## src/rtl/boot_mem_sequencer_if.sv

```systemverilog
// Bundle of the loader byte stream, core-side memory bus and memory-side port
// seen by boot_mem_sequencer.
interface boot_mem_sequencer_if;
    logic        ld_start;
    logic        ld_valid;
    logic [7:0]  ld_byte;
    logic        ld_last;
    logic        ld_ready;
    logic        ld_done;
    logic        ld_err;
    logic        cpu_reset;
    logic [31:0] cpu_adr;
    logic [31:0] cpu_writedata;
    logic        cpu_memwrite;
    logic [31:0] cpu_readdata;
    logic [31:0] mem_adr;
    logic [31:0] mem_wd;
    logic        mem_we;
    logic [31:0] mem_rd;

    modport slave (
        input  ld_start, ld_valid, ld_byte, ld_last,
        input  cpu_adr, cpu_writedata, cpu_memwrite, mem_rd,
        output ld_ready, ld_done, ld_err, cpu_reset, cpu_readdata,
        output mem_adr, mem_wd, mem_we
    );

    modport master (
        output ld_start, ld_valid, ld_byte, ld_last,
        output cpu_adr, cpu_writedata, cpu_memwrite, mem_rd,
        input  ld_ready, ld_done, ld_err, cpu_reset, cpu_readdata,
        input  mem_adr, mem_wd, mem_we
    );
endinterface

```

## src/rtl/boot_mem_sequencer.sv

```systemverilog
// Boot-time owner of the unified memory port: holds the core in reset, loads a
// big-endian byte-serial image as 32-bit words, then hands the port to the core.
module boot_mem_sequencer #(
    parameter int unsigned DEPTH = 64
) (
    input logic                  clk,
    input logic                  reset,
    boot_mem_sequencer_if.slave  bus
);

    localparam int unsigned WidxW = $clog2(DEPTH + 1);
    localparam logic [WidxW-1:0] WidxMax = WidxW'(DEPTH);

    localparam logic [2:0] StHold    = 3'd0;
    localparam logic [2:0] StLoad    = 3'd1;
    localparam logic [2:0] StWrite   = 3'd2;
    localparam logic [2:0] StRelease = 3'd3;
    localparam logic [2:0] StRun     = 3'd4;

    logic [2:0]       state_q, state_d;
    logic [WidxW-1:0] widx_q, widx_d;
    logic [2:0]       bcnt_q, bcnt_d;
    logic [31:0]      asm_q, asm_d;
    logic             last_q, last_d;
    logic             err_q, err_d;
    logic             ready_q, cpu_reset_q, done_q;

    logic byte_acc;
    assign byte_acc = (state_q == StLoad) && bus.ld_valid && ready_q;

    always_comb begin
        state_d = state_q;
        widx_d  = widx_q;
        bcnt_d  = bcnt_q;
        asm_d   = asm_q;
        last_d  = last_q;
        err_d   = err_q;
        case (state_q)
            StLoad: begin
                if (byte_acc) begin
                    unique case (bcnt_q[1:0])
                        2'd0: asm_d[31:24] = bus.ld_byte;
                        2'd1: asm_d[23:16] = bus.ld_byte;
                        2'd2: asm_d[15:8]  = bus.ld_byte;
                        2'd3: asm_d[7:0]   = bus.ld_byte;
                    endcase
                    bcnt_d = bcnt_q + 3'd1;
                    if (bus.ld_last || (bcnt_q == 3'd3)) begin
                        state_d = StWrite;
                        last_d  = bus.ld_last;
                    end
                end
            end
            StWrite: begin
                if (widx_q == WidxMax) err_d = 1'b1;
                else                   widx_d = widx_q + WidxW'(1);
                bcnt_d  = 3'd0;
                asm_d   = 32'd0;
                last_d  = 1'b0;
                state_d = last_q ? StRelease : StLoad;
            end
            StRelease: state_d = StRun;
            StRun:     state_d = StRun;
            StHold:    state_d = StHold;
            default:   state_d = StHold;
        endcase
        // A (re)start overrides any byte or word completion in the same cycle.
        if (bus.ld_start && (state_q != StRelease)) begin
            state_d = StLoad;
            widx_d  = '0;
            bcnt_d  = 3'd0;
            asm_d   = 32'd0;
            last_d  = 1'b0;
            err_d   = 1'b0;
        end
    end

    always_ff @(posedge clk) begin
        if (reset) begin
            state_q     <= StHold;
            widx_q      <= '0;
            bcnt_q      <= 3'd0;
            asm_q       <= 32'd0;
            last_q      <= 1'b0;
            err_q       <= 1'b0;
            ready_q     <= 1'b0;
            cpu_reset_q <= 1'b1;
            done_q      <= 1'b0;
        end else begin
            state_q     <= state_d;
            widx_q      <= widx_d;
            bcnt_q      <= bcnt_d;
            asm_q       <= asm_d;
            last_q      <= last_d;
            err_q       <= err_d;
            ready_q     <= (state_d == StLoad);
            cpu_reset_q <= (state_d != StRun);
            done_q      <= (state_d == StRelease);
        end
    end

    always_comb begin
        bus.mem_we  = 1'b0;
        bus.mem_adr = 32'd0;
        bus.mem_wd  = 32'd0;
        case (state_q)
            StWrite: begin
                bus.mem_we  = (widx_q != WidxMax);
                bus.mem_adr = 32'({widx_q, 2'b00});
                bus.mem_wd  = asm_q;
            end
            StRun: begin
                bus.mem_we  = bus.cpu_memwrite;
                bus.mem_adr = bus.cpu_adr;
                bus.mem_wd  = bus.cpu_writedata;
            end
            default: ;
        endcase
    end

    assign bus.cpu_readdata = bus.mem_rd;
    assign bus.ld_ready     = ready_q;
    assign bus.ld_done      = done_q;
    assign bus.ld_err       = err_q;
    assign bus.cpu_reset    = cpu_reset_q;

endmodule

```

## src/flat_wrapper.sv

```systemverilog
// flat-port wrapper written by rule: the top's interface ports become plain ports
module boot_mem_sequencer_flat 
#(
    parameter int unsigned DEPTH = 64
)
  (clk, reset, bus_ld_start, bus_ld_valid, bus_ld_byte, bus_ld_last, bus_cpu_adr, bus_cpu_writedata, bus_cpu_memwrite, bus_mem_rd, bus_ld_ready, bus_ld_done, bus_ld_err, bus_cpu_reset, bus_cpu_readdata, bus_mem_adr, bus_mem_wd, bus_mem_we);
  boot_mem_sequencer_if bus_i ();
  input logic clk;
  input logic reset;
  input wire logic [$bits(bus_i.ld_start)-1:0] bus_ld_start;
  input wire logic [$bits(bus_i.ld_valid)-1:0] bus_ld_valid;
  input wire logic [$bits(bus_i.ld_byte)-1:0] bus_ld_byte;
  input wire logic [$bits(bus_i.ld_last)-1:0] bus_ld_last;
  input wire logic [$bits(bus_i.cpu_adr)-1:0] bus_cpu_adr;
  input wire logic [$bits(bus_i.cpu_writedata)-1:0] bus_cpu_writedata;
  input wire logic [$bits(bus_i.cpu_memwrite)-1:0] bus_cpu_memwrite;
  input wire logic [$bits(bus_i.mem_rd)-1:0] bus_mem_rd;
  output wire logic [$bits(bus_i.ld_ready)-1:0] bus_ld_ready;
  output wire logic [$bits(bus_i.ld_done)-1:0] bus_ld_done;
  output wire logic [$bits(bus_i.ld_err)-1:0] bus_ld_err;
  output wire logic [$bits(bus_i.cpu_reset)-1:0] bus_cpu_reset;
  output wire logic [$bits(bus_i.cpu_readdata)-1:0] bus_cpu_readdata;
  output wire logic [$bits(bus_i.mem_adr)-1:0] bus_mem_adr;
  output wire logic [$bits(bus_i.mem_wd)-1:0] bus_mem_wd;
  output wire logic [$bits(bus_i.mem_we)-1:0] bus_mem_we;
  assign bus_i.ld_start = bus_ld_start;
  assign bus_i.ld_valid = bus_ld_valid;
  assign bus_i.ld_byte = bus_ld_byte;
  assign bus_i.ld_last = bus_ld_last;
  assign bus_i.cpu_adr = bus_cpu_adr;
  assign bus_i.cpu_writedata = bus_cpu_writedata;
  assign bus_i.cpu_memwrite = bus_cpu_memwrite;
  assign bus_i.mem_rd = bus_mem_rd;
  assign bus_ld_ready = bus_i.ld_ready;
  assign bus_ld_done = bus_i.ld_done;
  assign bus_ld_err = bus_i.ld_err;
  assign bus_cpu_reset = bus_i.cpu_reset;
  assign bus_cpu_readdata = bus_i.cpu_readdata;
  assign bus_mem_adr = bus_i.mem_adr;
  assign bus_mem_wd = bus_i.mem_wd;
  assign bus_mem_we = bus_i.mem_we;
  boot_mem_sequencer #(.DEPTH(DEPTH)) u_core (.clk(clk), .reset(reset), .bus(bus_i));
endmodule
```

## config.mk

```make
export PLATFORM = sky130hd
export DESIGN_NAME = boot_mem_sequencer_flat
export DESIGN_NICKNAME = d
export VERILOG_FILES = /design/src/rtl/boot_mem_sequencer_if.sv /design/src/rtl/boot_mem_sequencer.sv /design/src/flat_wrapper.sv
export SDC_FILE = /design/constraint.sdc
export NUM_CORES = 1
export LEC_CHECK = 0
export CAP_MARGIN = 20
export CELL_PAD_IN_SITES_DETAIL_PLACEMENT = 1
export CELL_PAD_IN_SITES_GLOBAL_PLACEMENT = 1
export CORE_UTILIZATION = 24
export CTS_CLUSTER_SIZE = 14
export DETAILED_ROUTE_END_ITERATION = 7
export PLACE_DENSITY_LB_ADDON = 0.12
export SYNTH_ARGS = -nofsm -noshare
export SYNTH_HDL_FRONTEND = slang
export SYNTH_SLANG_ARGS = --single-unit
```

## constraint.sdc

```tcl
create_clock -name clk -period 2.25 [get_ports clk]
set_clock_uncertainty 0.2 [all_clocks]
set_input_delay 0.225 -clock clk [delete_from_list [all_inputs] [get_ports clk]]
set_output_delay 0.225 -clock clk [all_outputs]
set_load 0.01 [all_outputs]
```

==> metrics.log, run 1 <==
[metrics] biggest area consumer among synthesized cells: sky130_fd_sc_hd__dfxtp_1
[metrics] Std-Cell Rows: 40
[metrics] timing-limited maximum frequency: 462.4 MHz
[metrics] global placer's final weighted congestion: 0.7202
[metrics] vias in the first global route: 2908
[metrics] syn avg cell area: 9.095 um^2
[metrics] CP arrival: 1740 ps
[metrics] total of endpoints with negative setup slack in the final report: 0
[metrics] Simple-Gate Fraction of Synth Area: 21.38%
[metrics] library cell contributing the largest single delay on the critical path: sky130_fd_sc_hd__dfxtp_4
[metrics] chip height: 112.6 um
[metrics] horizontal die dimension: 112.6 um
[metrics] share of layout cells above drive strength 1: 11.62%
[metrics] total count of hold-check failures in the final report: 0
[metrics] post-detail-place hpwl: 7.156 mm
[metrics] register clock-pin slew on the reported worst setup and hold paths: 70 ps
[metrics] root buffer cell: sky130_fd_sc_hd__clkbuf_16
[metrics] list of most frequent post-synthesis cells: 50 x sky130_fd_sc_hd__dfxtp_1, 45 x sky130_fd_sc_hd__nor2_1, 35 x sky130_fd_sc_hd__a22o_1
[metrics] global route overflow: 0
[metrics] Pleak: 0.002008 uW
[metrics] combinational family with the most area after synthesis: simple AND/OR/NAND/NOR gates
[metrics] Crit Path Max Fanout: 25
[metrics] share of the synthesized netlist area taken by xor and xnor gates: 1.491%
[metrics] TNS Setup: 0 ps
[metrics] cell with the most instances after synthesis: sky130_fd_sc_hd__dfxtp_1
[metrics] wire length of the first global-routing pass: 15.55 mm
[metrics] longest individual stage delay on the worst path: 380 ps
[metrics] primary flip-flop cell chosen by synthesis mapping: sky130_fd_sc_hd__dfxtp_1
[metrics] number of antenna violations at the first check in global routing: 0
[metrics] count of boundary I/O pins: 211
[metrics] Total Die Area: 12690 um^2
[metrics] crit path capture type: output port
[metrics] final-stage net count: 572
[metrics] starting density of the core: 24.56%
[metrics] Synth Instances: 323
[metrics] area share of fa/ha/maj cells after synthesis: 2.981%
[metrics] path category of the worst min-delay check: flip-flop to flip-flop
[metrics] Vias: 2757
[metrics] Final Max Slew Viols: 0
[metrics] total power: 1901 uW
[metrics] number of detailed-routing iterations run before antenna repair: 4
[metrics] worst rel slew slack: 67.88%
[metrics] Finished Cell Area: 4672 um^2
[metrics] input/output buffers: 146
[metrics] CTS Hold Bufs: 0
[metrics] clock tree sinks: 50
[metrics] maximum count of clock buffers along a single path: 2
[metrics] minimum setup slack after placement: 64.66 ps
[metrics] top-area cell type share of the netlist area: 34.07%
[metrics] Worst Slack Setup Final: 87.31 ps
[metrics] Iteration-0 DRC Markers: 55
[metrics] proportion of synthesized flip-flops having asynchronous set or reset: 0%
[metrics] post-synthesis sequential area ratio: 34.07%
[metrics] result of the run: finished clean
[metrics] DR vias/cell: 4.572
[metrics] htree depth: 2
[metrics] Worst Max-Slew Pin Slew: 481.8 ps
[metrics] Routed WL per cell: 15.89 um
[metrics] Diodes inserted: 0
[metrics] number of fill cells: 1398
[metrics] crit-path most repeated cell: sky130_fd_sc_hd__buf_4
[metrics] critical path, cell by cell: nor3b_4, buf_4, buf_4, buf_12, a22o_1, dlygate4sd2_1
[metrics] number of nets produced by synthesis: 440
[metrics] Yosys reg bits: 50
[metrics] synth top area cells: sky130_fd_sc_hd__dfxtp_1 34%, sky130_fd_sc_hd__mux2i_1 11%, sky130_fd_sc_hd__a22o_1 10%, sky130_fd_sc_hd__buf_4 8.4%, sky130_fd_sc_hd__nor2_1 5.7%
[metrics] Post-Place Cell Area: 4449 um^2
[metrics] residual DRC count: 0
[metrics] Antenna Nets Post-Route: 0
[metrics] largest vdd supply drop: 0.0002455 V
[metrics] clock insertion delay at the later pin of the skew report: 290 ps
[metrics] Total Routing Usage GR: 15.51%
[metrics] final cycle utilization of the critical path: 96.12%
[metrics] yosys synthesis warning count: 0
[metrics] max-cap check violation count: 0
[metrics] Worst Path Required: 1820 ps
[metrics] distinct cell type count of the synthesized netlist: 42
[metrics] cts bufs inserted: 5
[metrics] total standard cell area after synthesis: 2938 um^2
[metrics] post-layout minimum cycle time: 2163 ps
[metrics] final wirelength: 9.583 mm
[metrics] number of enable-type register cells in the synthesized netlist: 0
[metrics] kind of launch point of the worst setup path: flip-flop
[metrics] power per cell area: 406.8 nW/um^2
[metrics] Worst Path Class, Setup: flip-flop to output port
[metrics] core area: 11960 um^2
[metrics] TritonCTS clock tree: yes
[metrics] compound-gate portion of the synthesized area: 15.25%
[metrics] fraction of synthesized area in multiplexers: 11.24%
[metrics] synthesis-to-finish area growth: 59.03%
[metrics] pin count of the biggest net entering global routing: 26
==> critical path: cells and delay by family, from the launching register on <==
family | cells | cell delay, ps
AO/OA/AOI/OAI | 1 | 140
buffers and inverters | 4 | 710
flip-flops | 1 | 380
AND/OR/NAND/NOR | 1 | 220
==> cell families (layout without fill, tap and decap cells) <==
family                     after synthesis  after routing
AOI/OAI and AO/OA                       55             55
xor gates and xnor gates                 5              5
adders and majority gates                7              7
buffers and inverters                   66            199
DFF                                     50             50
muxes                                   33             33
and+or+nand+nor                        107            107
==> registers in the layout, indices dropped and copies added (netlist names) <==
name and cells:
u_core.asm_q 32, u_core.widx_q 7, u_core.bcnt_q 3, u_core.state_q 3, u_core.bus.cpu_reset 1, u_core.bus.ld_done 1
u_core.bus.ld_err 1, u_core.bus.ld_ready 1, u_core.last_q 1
==> cell type report <==
type / instances / area, um^2 / share of cell area (%)
Clock buffer: 6 / 138.9 / 2.973
Clock inverter: 2 / 12.51 / 0.2678
Inverter: 14 / 52.55 / 1.125
Multi-Input combinational cell: 207 / 1551 / 33.21
Sequential cell: 50 / 1010 / 21.61
Tap cell: 147 / 183.9 / 3.937
Timing Repair Buffer: 177 / 1723 / 36.88
==> where the power goes <==
part / total, uW / switching, uW / internal, uW
Sequential: 896 / 7.17 / 889
Combinational: 222 / 73.7 / 148
Clock: 783 / 341 / 441
Total: 1900 / 422 / 1480
==> per-stage QoR <==
step           hold slack, ps  util [%]  instances
6_report                248.1     39.06        603
5_1_grt                 250.0     39.06        603
4_1_cts                 250.1     38.94        602
3_5_place_dp            246.8     37.20        585
3_3_place_gp            245.7     37.20        585
2_1_floorplan           97.38         -        323
==> final timing paths <==
path | start | end | slack, ps | cells past startpoint
setup reg to reg | u_core.state_q[1] | u_core.asm_q[15] | 450 | 7
hold reg to reg | u_core.bus.ld_err | u_core.bus.ld_err | 250 | 2
hold / removal | u_core.bus.ld_err | u_core.bus.ld_err | 250 | 2
setup / recovery | u_core.state_q[2] | bus_mem_wd[14] | 90 | 6
==> cell usage in the layout (no fill, tap or decap), types with 3 or more instances in the layout <==
cell / netlist / layout
sky130_fd_sc_hd__clkdlybuf4s50_1: 0 / 81
sky130_fd_sc_hd__dlygate4sd2_1: 0 / 61
sky130_fd_sc_hd__dfxtp_1: 50 / 47
sky130_fd_sc_hd__nor2_1: 45 / 45
sky130_fd_sc_hd__a22o_1: 35 / 35
sky130_fd_sc_hd__mux2i_1: 33 / 33
sky130_fd_sc_hd__and2_1: 25 / 25
sky130_fd_sc_hd__buf_4: 33 / 22
sky130_fd_sc_hd__inv_1: 14 / 14
sky130_fd_sc_hd__ha_1: 7 / 7
sky130_fd_sc_hd__nand2_1: 6 / 6
sky130_fd_sc_hd__buf_12: 0 / 6
sky130_fd_sc_hd__a21oi_1: 5 / 5
sky130_fd_sc_hd__nand4_1: 5 / 5
sky130_fd_sc_hd__clkbuf_16: 0 / 5
sky130_fd_sc_hd__nor3_4: 4 / 4
sky130_fd_sc_hd__o21ai_1: 3 / 3
sky130_fd_sc_hd__nand2b_1: 3 / 3
sky130_fd_sc_hd__xor2_1: 3 / 3
sky130_fd_sc_hd__clkdlybuf4s15_1: 0 / 3
==> timing repair <==
item / 4_1_cts / 5_1_grt
buffers inserted: 6 / 1
resized for setup: 82 / 4
gates cloned: 3 / 0
pin swaps: 1 / 0
setup endpoints to repair: 65 / 1
endpoints found under the hold margin: 0 / 0
==> metal layers <==
layer,share of wire (%),GRT usage [%]
met1,46,19.97
met3,6.3,3.780
met4,1.2,3.911
met5,0,0
met2,47,25.88
No activity file was read; power rests on OpenSTA's default activity.
==> inputs of run 2 (changes only) <==
Settings changed: CAP_MARGIN 20 to 10, PLACE_DENSITY_LB_ADDON 0.12 to 0.08.
==> run 2 against run 1 <==
  * Power fell by 1.9%
  * Flip-flop and latch count stayed put
  * Largest power group unchanged
  * Highest routed layer unchanged
  * Register-to-register slack got worse by 110 ps
  * Combinational power is essentially flat
  * Critical endpoint is now bus_mem_wd[16]
  * Global-route usage fell by 0.91 points
==> metrics.log, run 2 (synthesis gave the netlist of run 1 again) <==
[metrics] clock tree sinks: 50
[metrics] critical path, cell by cell: nor3b_4, buf_4, buf_12, a22o_1, dlygate4sd2_1
[metrics] clock insertion delay at the later pin of the skew report: 290 ps
[metrics] post-layout minimum cycle time: 2091 ps
[metrics] most common cell after layout, fill and taps aside: sky130_fd_sc_hd__clkdlybuf4s50_1
[metrics] final-stage net count: 559
[metrics] delay-heaviest family, CP: buffers and inverters
[metrics] Iteration-0 DRC Markers: 63
[metrics] global placer's final weighted congestion: 0.6995
[metrics] count of boundary I/O pins: 211
[metrics] Post-Place Cell Area: 4429 um^2
[metrics] share of layout cells above drive strength 1: 8.824%
[metrics] registers with the highest flip-flop counts: u_core.asm_q: 32 flops, u_core.widx_q: 7 flops
[metrics] TritonCTS clock tree: yes
[metrics] Setup crit start: u_core.state_q[2]
[metrics] Worst Slack Setup Final: 159.2 ps
[metrics] Total Routing Usage GR: 14.60%
[metrics] Finished Cell Area: 4562 um^2
[metrics] Diodes inserted: 0
[metrics] largest register by flop count: u_core.asm_q
[metrics] total of endpoints with negative setup slack in the final report: 0
[metrics] number of antenna violations at the first check in global routing: 0
[metrics] wire length of the first global-routing pass: 14.50 mm
[metrics] register clock-pin slew on the reported worst setup and hold paths: 70 ps
[metrics] DR vias/cell: 4.537
[metrics] residual DRC count: 0
[metrics] crit path capture type: output port
[metrics] Vias: 2672
[metrics] Worst Path Required: 1820 ps
[metrics] vias in the first global route: 2751
[metrics] global route overflow: 0
[metrics] number of detailed-routing iterations run before antenna repair: 4
[metrics] worst rel slew slack: 63.53%
[metrics] chip height: 112.6 um
[metrics] library cell contributing the largest single delay on the critical path: sky130_fd_sc_hd__dfxtp_4
[metrics] htree depth: 2
[metrics] max-cap check violation count: 0
[metrics] pin count of the biggest net entering global routing: 44
[metrics] setup repair after global routing missed its margin: false
[metrics] CP arrival: 1670 ps
[metrics] result of the run: finished clean
[metrics] starting density of the core: 24.56%
[metrics] flip-flop count of the largest register, all copies and words added: 32
[metrics] synthesis-to-finish area growth: 55.28%
[metrics] top sig layer: met4
[metrics] power per cell area: 408.6 nW/um^2
[metrics] Routed WL per cell: 15.45 um
[metrics] Total Die Area: 12690 um^2
[metrics] fraction of the core area covered by cells at the end of the flow: 38.14%
[metrics] Worst Path Class, Setup: flip-flop to output port
[metrics] root buffer cell: sky130_fd_sc_hd__clkbuf_16
[metrics] worst reg2reg path startpoint: u_core.state_q[2]
[metrics] Final Max Slew Viols: 0
[metrics] horizontal die dimension: 112.6 um
[metrics] timing-limited maximum frequency: 478.3 MHz
[metrics] path category of the worst min-delay check: input pin to output port
[metrics] Std-Cell Rows: 40
[metrics] Crit Path Max Fanout: 33
[metrics] most frequent cells in the layout: 81 x sky130_fd_sc_hd__clkdlybuf4s50_1, 64 x sky130_fd_sc_hd__dlygate4sd2_1, 47 x sky130_fd_sc_hd__dfxtp_1, 45 x sky130_fd_sc_hd__nor2_1, 35 x sky130_fd_sc_hd__a22o_1
[metrics] final cycle utilization of the critical path: 92.92%
[metrics] met1 routed wirelength after detailed routing: 4.196 mm
[metrics] length of routed met3 wiring: 532 um
[metrics] total count of hold-check failures in the final report: 0
[metrics] cts bufs inserted: 5
[metrics] minimum setup slack after placement: 92.92 ps
[metrics] post-detail-place hpwl: 6.660 mm
[metrics] Worst Max-Slew Pin Slew: 547.1 ps
[metrics] HP Start: bus_mem_rd[23]
[metrics] final wirelength: 9.098 mm
[metrics] longest individual stage delay on the worst path: 380 ps
[metrics] number of buffer and inverter instances along the worst setup path: 3
[metrics] met2 WL post-DR: 4.287 mm
[metrics] largest vdd supply drop: 0.0002740 V
[metrics] Antenna Nets Post-Route: 0
[metrics] input/output buffers: 146
[metrics] kind of launch point of the worst setup path: flip-flop
[metrics] core area: 11960 um^2
[metrics] maximum count of clock buffers along a single path: 2
[metrics] Pleak: 0.001936 uW
run 2: repair_timing:
action / 4_1_cts / 5_1_grt
cloned: 1 / 0
pin swaps: 1 / 0
gates resized for setup: 73 / 1
buffers inserted: 2 / 0
hold buffers: 0 / 0
endpoints found under the setup margin: 65 / 1
run 2: report_power, final:
part           internal (uW)  total (uW)  switching, uW
combinational            147         219           71.7
clock                    406         748            342
sequential               890         897           7.57
run 2: routing by layer:
metal	up-vias	track usage [%]
met5	-	0
met4	0	3.556
met3	12	3.456
met2	89	24.61
met1	1256	18.71
li1	1315	-
run 2: cell type report:
type / instances / area, um^2
tap: 147 / 183.9
sequential: 50 / 1007
clock inverter: 2 / 15.01
fill: 1398 / 7400
multi-input combinational: 207 / 1560
clock buffer: 5 / 125.1
timing repair buffer: 164 / 1618
inverter: 14 / 52.55
run 2: per-stage QoR:
step	total power, uW	cells	hold WS (ps)	setup TNS, ps
after floorplan	1032	323	97.38	0
after global placement	1136	579	242.2	0
after detailed placement	1140	579	250.1	0
after CTS	1892	589	250.1	-98.32
after global routing	1948	589	250.0	0
final	1864	589	250.0	0
run 2: path summary, 6_finish.rpt:
path / to / slack (ps) / cells after the start
setup reg to reg: u_core.bus.ld_done / 340 / 5
hold reg to reg: u_core.bus.ld_err / 250 / 2
setup / recovery: bus_mem_wd[16] / 160 / 5
hold / removal: bus_cpu_readdata[23] / 250 / 0
run 2: worst register-to-register path: cells and delay by family (launching register included):
family	cells	cell delay (ps)
flops	1	360
simple gates	3	890
buf+inv	1	150
compound gates	1	190
==> inputs of run 3 (changes only) <==
Settings changed: RECOVER_POWER from default to 50.
==> run 3 against run 2 <==
  * Sequential power is essentially flat
  * Utilization shrank 0.51 points
  * Maximum frequency grew 0.15%
  * Largest power group unchanged
==> metrics.log, run 3 (synthesis gave the netlist of run 1 again) <==
[metrics] wire length of the first global-routing pass: 14.50 mm
[metrics] Worst Path Class, Setup: flip-flop to output port
[metrics] number of antenna violations at the first check in global routing: 0
[metrics] Antenna Nets Post-Route: 0
[metrics] chip height: 112.6 um
[metrics] crit path capture type: output port
[metrics] total of endpoints with negative setup slack in the final report: 0
[metrics] most frequent cells in the layout: 77 x sky130_fd_sc_hd__clkdlybuf4s50_1, 64 x sky130_fd_sc_hd__dlygate4sd2_1, 47 x sky130_fd_sc_hd__dfxtp_1, 45 x sky130_fd_sc_hd__nor2_1, 35 x sky130_fd_sc_hd__a22o_1
[metrics] number of standard cells in the layout, taps in and fillers out: 589
[metrics] Final Max Slew Viols: 0
[metrics] TNS Setup: 0 ps
[metrics] worst rel slew slack: 75.94%
[metrics] post-detail-place hpwl: 6.660 mm
[metrics] DR vias/cell: 4.526
[metrics] Iteration-0 DRC Markers: 66
[metrics] starting density of the core: 24.56%
[metrics] Worst Max-Slew Pin Slew: 359.9 ps
[metrics] Crit Path Max Fanout: 33
[metrics] Diodes inserted: 0
[metrics] htree depth: 2
[metrics] clock insertion delay at the later pin of the skew report: 290 ps
[metrics] Worst Path Required: 1820 ps
[metrics] synthesis-to-finish area growth: 53.19%
[metrics] largest vdd supply drop: 0.0002739 V
[metrics] dpl cells: 579
[metrics] max-cap check violation count: 0
[metrics] cts bufs inserted: 5
[metrics] maximum count of clock buffers along a single path: 2
[metrics] Routed WL per cell: 15.41 um
[metrics] area of the multi-input gates: 1515 um^2
[metrics] root buffer cell: sky130_fd_sc_hd__clkbuf_16
[metrics] Std-Cell Rows: 40
[metrics] Total Die Area: 12690 um^2
[metrics] Vias: 2666
[metrics] most common cell after layout, fill and taps aside: sky130_fd_sc_hd__clkdlybuf4s50_1
[metrics] largest register by flop count: u_core.asm_q
[metrics] number of detailed-routing iterations run before antenna repair: 4
[metrics] power per cell area: 412.5 nW/um^2
[metrics] result of the run: finished clean
[metrics] count of boundary I/O pins: 211
[metrics] flip-flop count of the largest register, all copies and words added: 32
[metrics] final wirelength: 9.076 mm
[metrics] Pleak: 0.001902 uW
[metrics] final-stage net count: 559
[metrics] horizontal die dimension: 112.6 um
[metrics] CTS Hold Bufs: 0
[metrics] kind of launch point of the worst setup path: flip-flop
[metrics] setup repair after global routing missed its margin: false
[metrics] registers with the highest flip-flop counts: u_core.asm_q: 32 flops, u_core.widx_q: 7 flops
[metrics] Total Routing Usage GR: 14.60%
[metrics] clock tree sinks: 50
[metrics] FF+latch area: 1007 um^2
[metrics] vias in the first global route: 2751
[metrics] global placer's final weighted congestion: 0.6995
[metrics] timing-limited maximum frequency: 479.0 MHz
[metrics] TritonCTS clock tree: yes
[metrics] final cycle utilization of the critical path: 92.79%
[metrics] residual DRC count: 0
[metrics] register clock-pin slew on the reported worst setup and hold paths: 70 ps
[metrics] share of layout cells above drive strength 1: 7.466%
[metrics] global route overflow: 0
[metrics] total count of hold-check failures in the final report: 0
[metrics] post-layout minimum cycle time: 2088 ps
[metrics] CP arrival: 1660 ps
[metrics] pin count of the biggest net entering global routing: 44
[metrics] path category of the worst min-delay check: input pin to output port
[metrics] number of fill cells: 1405
[metrics] input/output buffers: 146
[metrics] core area: 11960 um^2
[run 3: path summary, 6_finish.rpt]
| path | startpoint | end | slack, ps | cells past startpoint |
|---|---|---|---|---|
| hold reg to reg | u_core.bus.ld_err | u_core.bus.ld_err | 250 | 2 |
| setup / recovery | u_core.state_q[2] | bus_mem_wd[16] | 160 | 5 |
| hold / removal | bus_mem_rd[23] | bus_cpu_readdata[23] | 250 | 0 |
| setup reg to reg | u_core.state_q[2] | u_core.asm_q[21] | 190 | 6 |
[run 3: power breakdown]
part | internal (uW) | switching (uW) | total, uW
Clock | 406 | 342 | 748
Sequential | 890 | 7.41 | 897
Combinational | 144 | 66.6 | 211
[run 3: worst max-delay path: stages, from the launching register on]
cell                            delay, ps
sky130_fd_sc_hd__dfxtp_4              380
sky130_fd_sc_hd__nor3b_4              220
sky130_fd_sc_hd__buf_4                150
sky130_fd_sc_hd__buf_12               180
sky130_fd_sc_hd__a22o_1               150
sky130_fd_sc_hd__dlygate4sd2_1        290
[run 3: what timing repair did]
item	in CTS	in global routing
buffers inserted	2	0
pin swaps	1	0
endpoints found under the setup margin	65	1
resized for setup	73	1
cloned	1	0
[run 3: cell type report]
type	instances	area share (%)
flip-flops and latches	50	22.38
inverters	14	1.168
clock buffers	5	2.780
repair buffers	164	35.59
multi-input cells	207	33.67
well taps	147	4.087
clock inverters	2	0.3336
[run 3: per-stage QoR]
stage | utilization [%] | worst slack, ps | hold WS [ps] | power, uW | cell area [um^2]
6_report | 37.63 | 162.2 | 250.0 | 1857 | 4501
5_1_grt | 37.63 | 54.07 | 250.0 | 1940 | 4501
4_1_cts | 38.12 | -98.32 | 250.1 | 1892 | 4559
3_5_place_dp | 37.03 | 92.92 | 250.1 | 1140 | 4429
3_3_place_gp | 37.03 | 132.0 | 242.2 | 1136 | 4429
2_1_floorplan | - | 543.3 | 97.38 | 1032 | 2938
[run 3: layer usage]
metal  vias up  share of wire, %  wire length [um]  global-route usage (%)
met1      1250                46              4177                   18.71
met3        12               5.9               537                   3.456
li1       1313                 -                 -                       -
met5         -                 0                 0                       0
met2        91                47              4278                   24.61
met4         0              0.90                82                   3.556
==> RTL edit 1, RTL diff (config.mk and constraints of run 3) <==
Reset style: asynchronous (`reset`), changed in one clocked block.
--- a/src/rtl/boot_mem_sequencer.sv
+++ b/src/rtl/boot_mem_sequencer.sv
@@ -75,7 +75,7 @@
         end
     end
 
-    always_ff @(posedge clk) begin
+    always_ff @(posedge clk or posedge reset) begin
         if (reset) begin
             state_q     <= StHold;
             widx_q      <= '0;
Function: differs if reset is asserted again (counterexample within 4 cycles, from zero or initial values and one cycle with reset high); with reset held inactive, the same outputs for 4 cycles.
==> RTL edit 1 against run 3 <==
  * Routed wire length up 12%
  * Critical endpoint is now bus_mem_wd[29]
  * Die area up 5.9%
  * Largest cell class unchanged
  * Design area up 9.7%
  * Setup slack worse by 0.13 ns
  * Non-clock buffer count up 13
  * Highest routed layer unchanged
  * Sequential cell count unchanged
  * Area after synthesis up 6.0%
  * Maximum frequency down 5.7%
Power is not compared: it rests on default switching activity, and its combinational part moved more than twofold at a synthesized area within 25%.
==> RTL edit 1: results (changes against run 3) <==
[timing]
post-route-min-period_ns = 2.213  ; +0.1256 ns
slew_headroom_pct = 43.79  ; -32 points

[global_route]
grt_pass1_vias = 2994  ; +8.8%
grt_max_degree = 33  ; -25%
grt_pass1_wl_microns = 15760  ; +8.7%
grt_use_total_pct = 15.02  ; +0.42 points

[cells_and_area]
nets = 569  ; +1.8%
instances_no_fill = 624  ; +5.9%
drive_above_1_share_pct = 12.17  ; +4.7 points
fill_cells = 1445  ; +2.8%

[placed_design]
place_area_sq_mm = 0.004696  ; +6.0%
post-place-ws_ns = 0.05641  ; -0.03651 ns
placed_cells = 610  ; +5.4%
gp_congestion = 0.7412  ; +6.0%
hpwl_microns = 7433  ; +12%

[detailed_routing]
drt_iter0_drc = 86  ; +30%
totalWireLength_microns = 10150  ; +12%
vias = 2879  ; +8.0%

[setup_path]
critPathCapture = bus_mem_wd[29]
rr_startpoint = u_core.state_q[0]$_DFF_PP0_
reg2reg_depth = 7  ; +1
worstReg2RegEnd = u_core.widx_q[6]$_DFFE_PP0P_
critPathSlowestCell = dfrtp_2
max_stage_delay_ns = 0.44  ; +0.06 ns
reg2reg_slack_ns = 0.21  ; +0.02 ns
cp_max_fo = 22  ; -33%

[power_and_ir_drop]
p_comb_mw = 0.695

[synth]
avgSynthCellArea_sq_um = 9.549  ; +5.0%
synthTopCellsByArea = dfrtp_1 (39%), a22o_1 (11%), mux2i_1 (10%)
syn_nets = 443  ; +0.68%
synth.distinct_cells = 38  ; -9.5%
synthTopCellsByCount = dfrtp_1 (49), nor2_1 (41), a22o_1 (39)
ys_seq_area_share_pct = 40.23  ; +6.2 points
yosysTopAreaCellShare_pct = 39.39  ; +5.3 points
synth-async-reset-ratio_pct = 100.0  ; +100 points

[clocking]
clock-root-buffer = clkbuf_16
clk_pin_slew_ns = 0.06

[run_status]
status = finished, final reports clean

[RTL edit 1: cell types whose count changed after synthesis, sizes merged, moves of 4 or more]
cell,run 3,this run
a22o,35,39
and2,25,3
and3,1,30
buf,45,49
dfrtp,0,49
dfxtp,50,0
inv,14,9
nor2,45,41
nor3,6,1
o21ai,5,10
[RTL edit 1: metal layers]
| layer | track usage (%) | up-vias | wire length, microns | part of all wire (%) |
|---|---|---|---|---|
| met1 | 19.64 | 1401 | 4700 | 46 |
| li1 | - | 1378 | - | - |
| met4 | 4.103 | 0 | 99 | 0.98 |
| met5 | 0 | - | 0 | 0 |
| met2 | 25.28 | 93 | 4749 | 47 |
| met3 | 2.824 | 7 | 601 | 5.9 |
[RTL edit 1: what timing repair did]
action | CTS | global route
pin swaps | 2 | 1
hold buffers | 0 | 0
gates resized for setup | 45 | 57
gates cloned | 1 | 0
setup endpoints to repair | 65 | 32
setup buffers | 4 | 2
[RTL edit 1: kinds of logic after synthesis]
| logic type | count (synthesis) | share of synthesized area (%) |
|---|---|---|
| compound gates | 66 | 16.48 |
| xor+xnor | 3 | 0.8442 |
| simple gates | 101 | 16.84 |
| mux | 32 | 10.29 |
| buf+inv | 67 | 12.50 |
| fa+ha+maj | 7 | 2.813 |
| flops | 50 | 40.23 |
[RTL edit 1: worst min path at each step]
stage	from	end	depth (start not counted)
6_report	bus_mem_rd[0]	bus_cpu_readdata[0]	0
5_1_grt	bus_mem_rd[23]	bus_cpu_readdata[23]	0
4_1_cts	reset	u_core.asm_q[27]$_DFFE_PP0P_	2
3_5_place_dp	bus_mem_rd[10]	bus_cpu_readdata[10]	0
3_3_place_gp	bus_mem_rd[10]	bus_cpu_readdata[10]	0
2_1_floorplan	bus_ld_byte[0]	u_core.asm_q[0]$_DFFE_PP0P_	2
[RTL edit 1: worst reg2reg max path: cells and delay by family (launching register included)]
kind,cells,cell delay [ns]
buffers and inverters,3,0.42
AOI/OAI and AO/OA,2,0.27
DFF,1,0.44
and+or+nand+nor,2,0.64
[RTL edit 1: cell type report]
| cell class | count | area [sq um] | share of cell area (%) |
|---|---|---|---|
| Tap cell | 172 | 215.2 | 4.358 |
| Clock inverter | 2 | 38.79 | 0.7854 |
| Sequential cell | 50 | 1254 | 25.39 |
| Clock buffer | 5 | 125.1 | 2.534 |
| Timing Repair Buffer | 177 | 1777 | 35.98 |
| Multi-Input combinational cell | 209 | 1495 | 30.28 |
| Inverter | 9 | 33.78 | 0.6841 |
==> RTL edit 2, RTL diff (config.mk and constraints of run 3) <==
Without the edit above. `DEPTH` is set to 64 in 2 places; all go to 256.
--- a/src/rtl/boot_mem_sequencer.sv
+++ b/src/rtl/boot_mem_sequencer.sv
@@ -1,7 +1,7 @@
 // Boot-time owner of the unified memory port: holds the core in reset, loads a
 // big-endian byte-serial image as 32-bit words, then hands the port to the core.
 module boot_mem_sequencer #(
-    parameter int unsigned DEPTH = 64
+    parameter int unsigned DEPTH = 256
 ) (
     input logic                  clk,
     input logic                  reset,
--- a/src/flat_wrapper.sv
+++ b/src/flat_wrapper.sv
@@ -1,7 +1,7 @@
 // flat-port wrapper written by rule: the top's interface ports become plain ports
 module boot_mem_sequencer_flat 
 #(
-    parameter int unsigned DEPTH = 64
+    parameter int unsigned DEPTH = 256
 )
   (clk, reset, bus_ld_start, bus_ld_valid, bus_ld_byte, bus_ld_last, bus_cpu_adr, bus_cpu_writedata, bus_cpu_memwrite, bus_mem_rd, bus_ld_ready, bus_ld_done, bus_ld_err, bus_cpu_reset, bus_cpu_readdata, bus_mem_adr, bus_mem_wd, bus_mem_we);
   boot_mem_sequencer_if bus_i ();
Check against the original RTL: no difference found for any inputs over 4 cycles, from zero or initial values and one cycle with reset high; that may be too few to reach the edited logic, so the function may still have changed.
==> RTL edit 2 against run 3 <==
  * Final cell count increased by 8.0%
  * Global-route usage increased by 0.90 points
  * Worst hold slack about the same
  * Total power increased by 4.3%
  * Via count increased by 8.7%
  * Highest routed layer unchanged
  * Routed wire length increased by 9.9%
  * Core utilization increased by 2.2 points
  * Setup slack got worse by 0.078 ns
  * Sequential cell count increased by 2
  * Count of clock-buffer cells in the layout increased by 1
  * Design area increased by 6.7%
  * Area after synthesis increased by 1.1%
==> RTL edit 2: results (changes against run 3) <==
[detailed_routing]
vias_per_cell = 4.558  ; +0.70%
vias = 2899  ; +8.7%
drt_iter0_drc = 77  ; +17%

[placed_design]
placed_cells = 620  ; +7.1%
hpwl_microns = 7219  ; +8.4%
place_area_sq_mm = 0.004592  ; +3.7%
gp_congestion = 0.7224  ; +3.3%

[power_and_ir_drop]
p_leak_nw = 2.071  ; +8.9%
ir_worst_vdd_mv = 0.3263  ; +19%

[global_route]
grt_pass1_vias = 2979  ; +8.3%
grt_max_degree = 33  ; -25%
grt_pass1_wl_microns = 15610  ; +7.6%
grt_use_total_pct = 15.50  ; +0.90 points

[synth]
avgSynthCellArea_sq_um = 8.870  ; -2.5%
synthTopCellsByCount = dfxtp_1 (52), nor2_1 (48), a22o_1 (39)
ys_seq_area_share_pct = 35.03  ; +0.96 points
syn_nets = 452  ; +2.7%
synthTopCellsByArea = dfxtp_1 (35%), a22o_1 (11%), mux2i_1 (11%)

[cells_and_area]
top_regs = u_core.asm_q (32), u_core.widx_q (9)
drive_above_1_share_pct = 12.18  ; +4.7 points
fill_cells = 1385  ; -1.4%

[hold_path]
holdPathEnd = bus_cpu_readdata[18]
hold_path_startpoint = bus_mem_rd[18]

[run_status]
status = finished, final reports clean

[setup_path]
crit_arrival_ns = 1.74  ; +0.08 ns
rr_startpoint = u_core.bcnt_q[0]$_SDFFE_PP0P_
worstReg2RegEnd = u_core.bus.ld_ready$_SDFF_PP0_

==> RTL edit 2: worst max path at each step <==
stage	from	to	slack, ns	cells past startpoint
after floorplan	u_core.bcnt_q[0]$_SDFFE_PP0P_	u_core.bus.ld_ready$_SDFF_PP0_	0.27	6
after global placement	u_core.widx_q[0]$_SDFFE_PP0P_	bus_mem_we	0.11	6
after detailed placement	u_core.widx_q[0]$_SDFFE_PP0P_	bus_mem_we	0.10	6
after CTS	u_core.state_q[2]$_SDFF_PP0_	bus_mem_wd[8]	-0.04	5
after global routing	u_core.state_q[0]$_SDFF_PP0_	bus_mem_adr[13]	-0.0007	4
final	u_core.state_q[0]$_SDFF_PP0_	bus_mem_adr[22]	0.08	4
==> RTL edit 2: power by group <==
| part | internal (mW) | total, mW | switching, mW | leakage (nW) |
|---|---|---|---|---|
| sequential | 0.924 | 0.929 | 0.00495 | 0.421 |
| clock | 0.446 | 0.799 | 0.354 | 0.0772 |
| combinational | 0.142 | 0.209 | 0.0666 | 1.57 |
| total | 1.51 | 1.94 | 0.425 | 2.07 |
==> RTL edit 2: logic make-up (layout without fill, tap and decap cells) <==
kind of cell,count (synthesis),in the layout,synth area share [%]
xor+xnor,7,7,2.063
flops,52,52,35.03
simple gates,113,113,20.00
fa+ha+maj,7,7,2.947
mux,33,33,11.12
buf+inv,66,199,13.52
compound gates,57,57,15.33
==> RTL edit 2: area by class of cell <==
type	count	area share, %
inverters	8	0.6252
clock buffers	6	2.891
clock inverters	2	0.2865
flip-flops and latches	52	21.75
well taps	168	4.376
repair buffers	183	37.43
multi-input cells	217	32.64
==> RTL edit 2: repair_timing <==
| action | CTS | global route |
|---|---|---|
| buffers inserted | 3 | 3 |
| cloned | 1 | 1 |
| pin swaps | 1 | 2 |
| endpoints found under the setup margin | 58 | 25 |
| gates resized for setup | 45 | 8 |
==> RTL edit 2: per-layer routing <==
metal	GRT usage [%]	vias to the layer above	part of all wire (%)
met5	0	-	0
met1	18.85	1368	43
met2	26.38	106	48
met4	4.474	0	1.5
met3	4.606	13	7.3
li1	-	1412	-
==> RTL edit 2: through the flow <==
step / total power, mW / setup TNS, ns / setup slack [ns]
floorplan: 1.050 / 0 / 0.2670
global placement: 1.157 / 0 / 0.1150
detailed placement: 1.161 / 0 / 0.1032
CTS: 1.976 / -0.1402 / -0.03734
global route: 2.026 / -0.0006510 / -0.0006510
finish: 1.937 / 0 / 0.08383
==> RTL edit 2: critical path, cell delays in order, from the launching register on <==
cell	delay, ns
dfxtp_2	0.35
nor2_2	0.16
buf_6	0.21
and3_1	0.18
clkdlybuf4s50_1	0.54
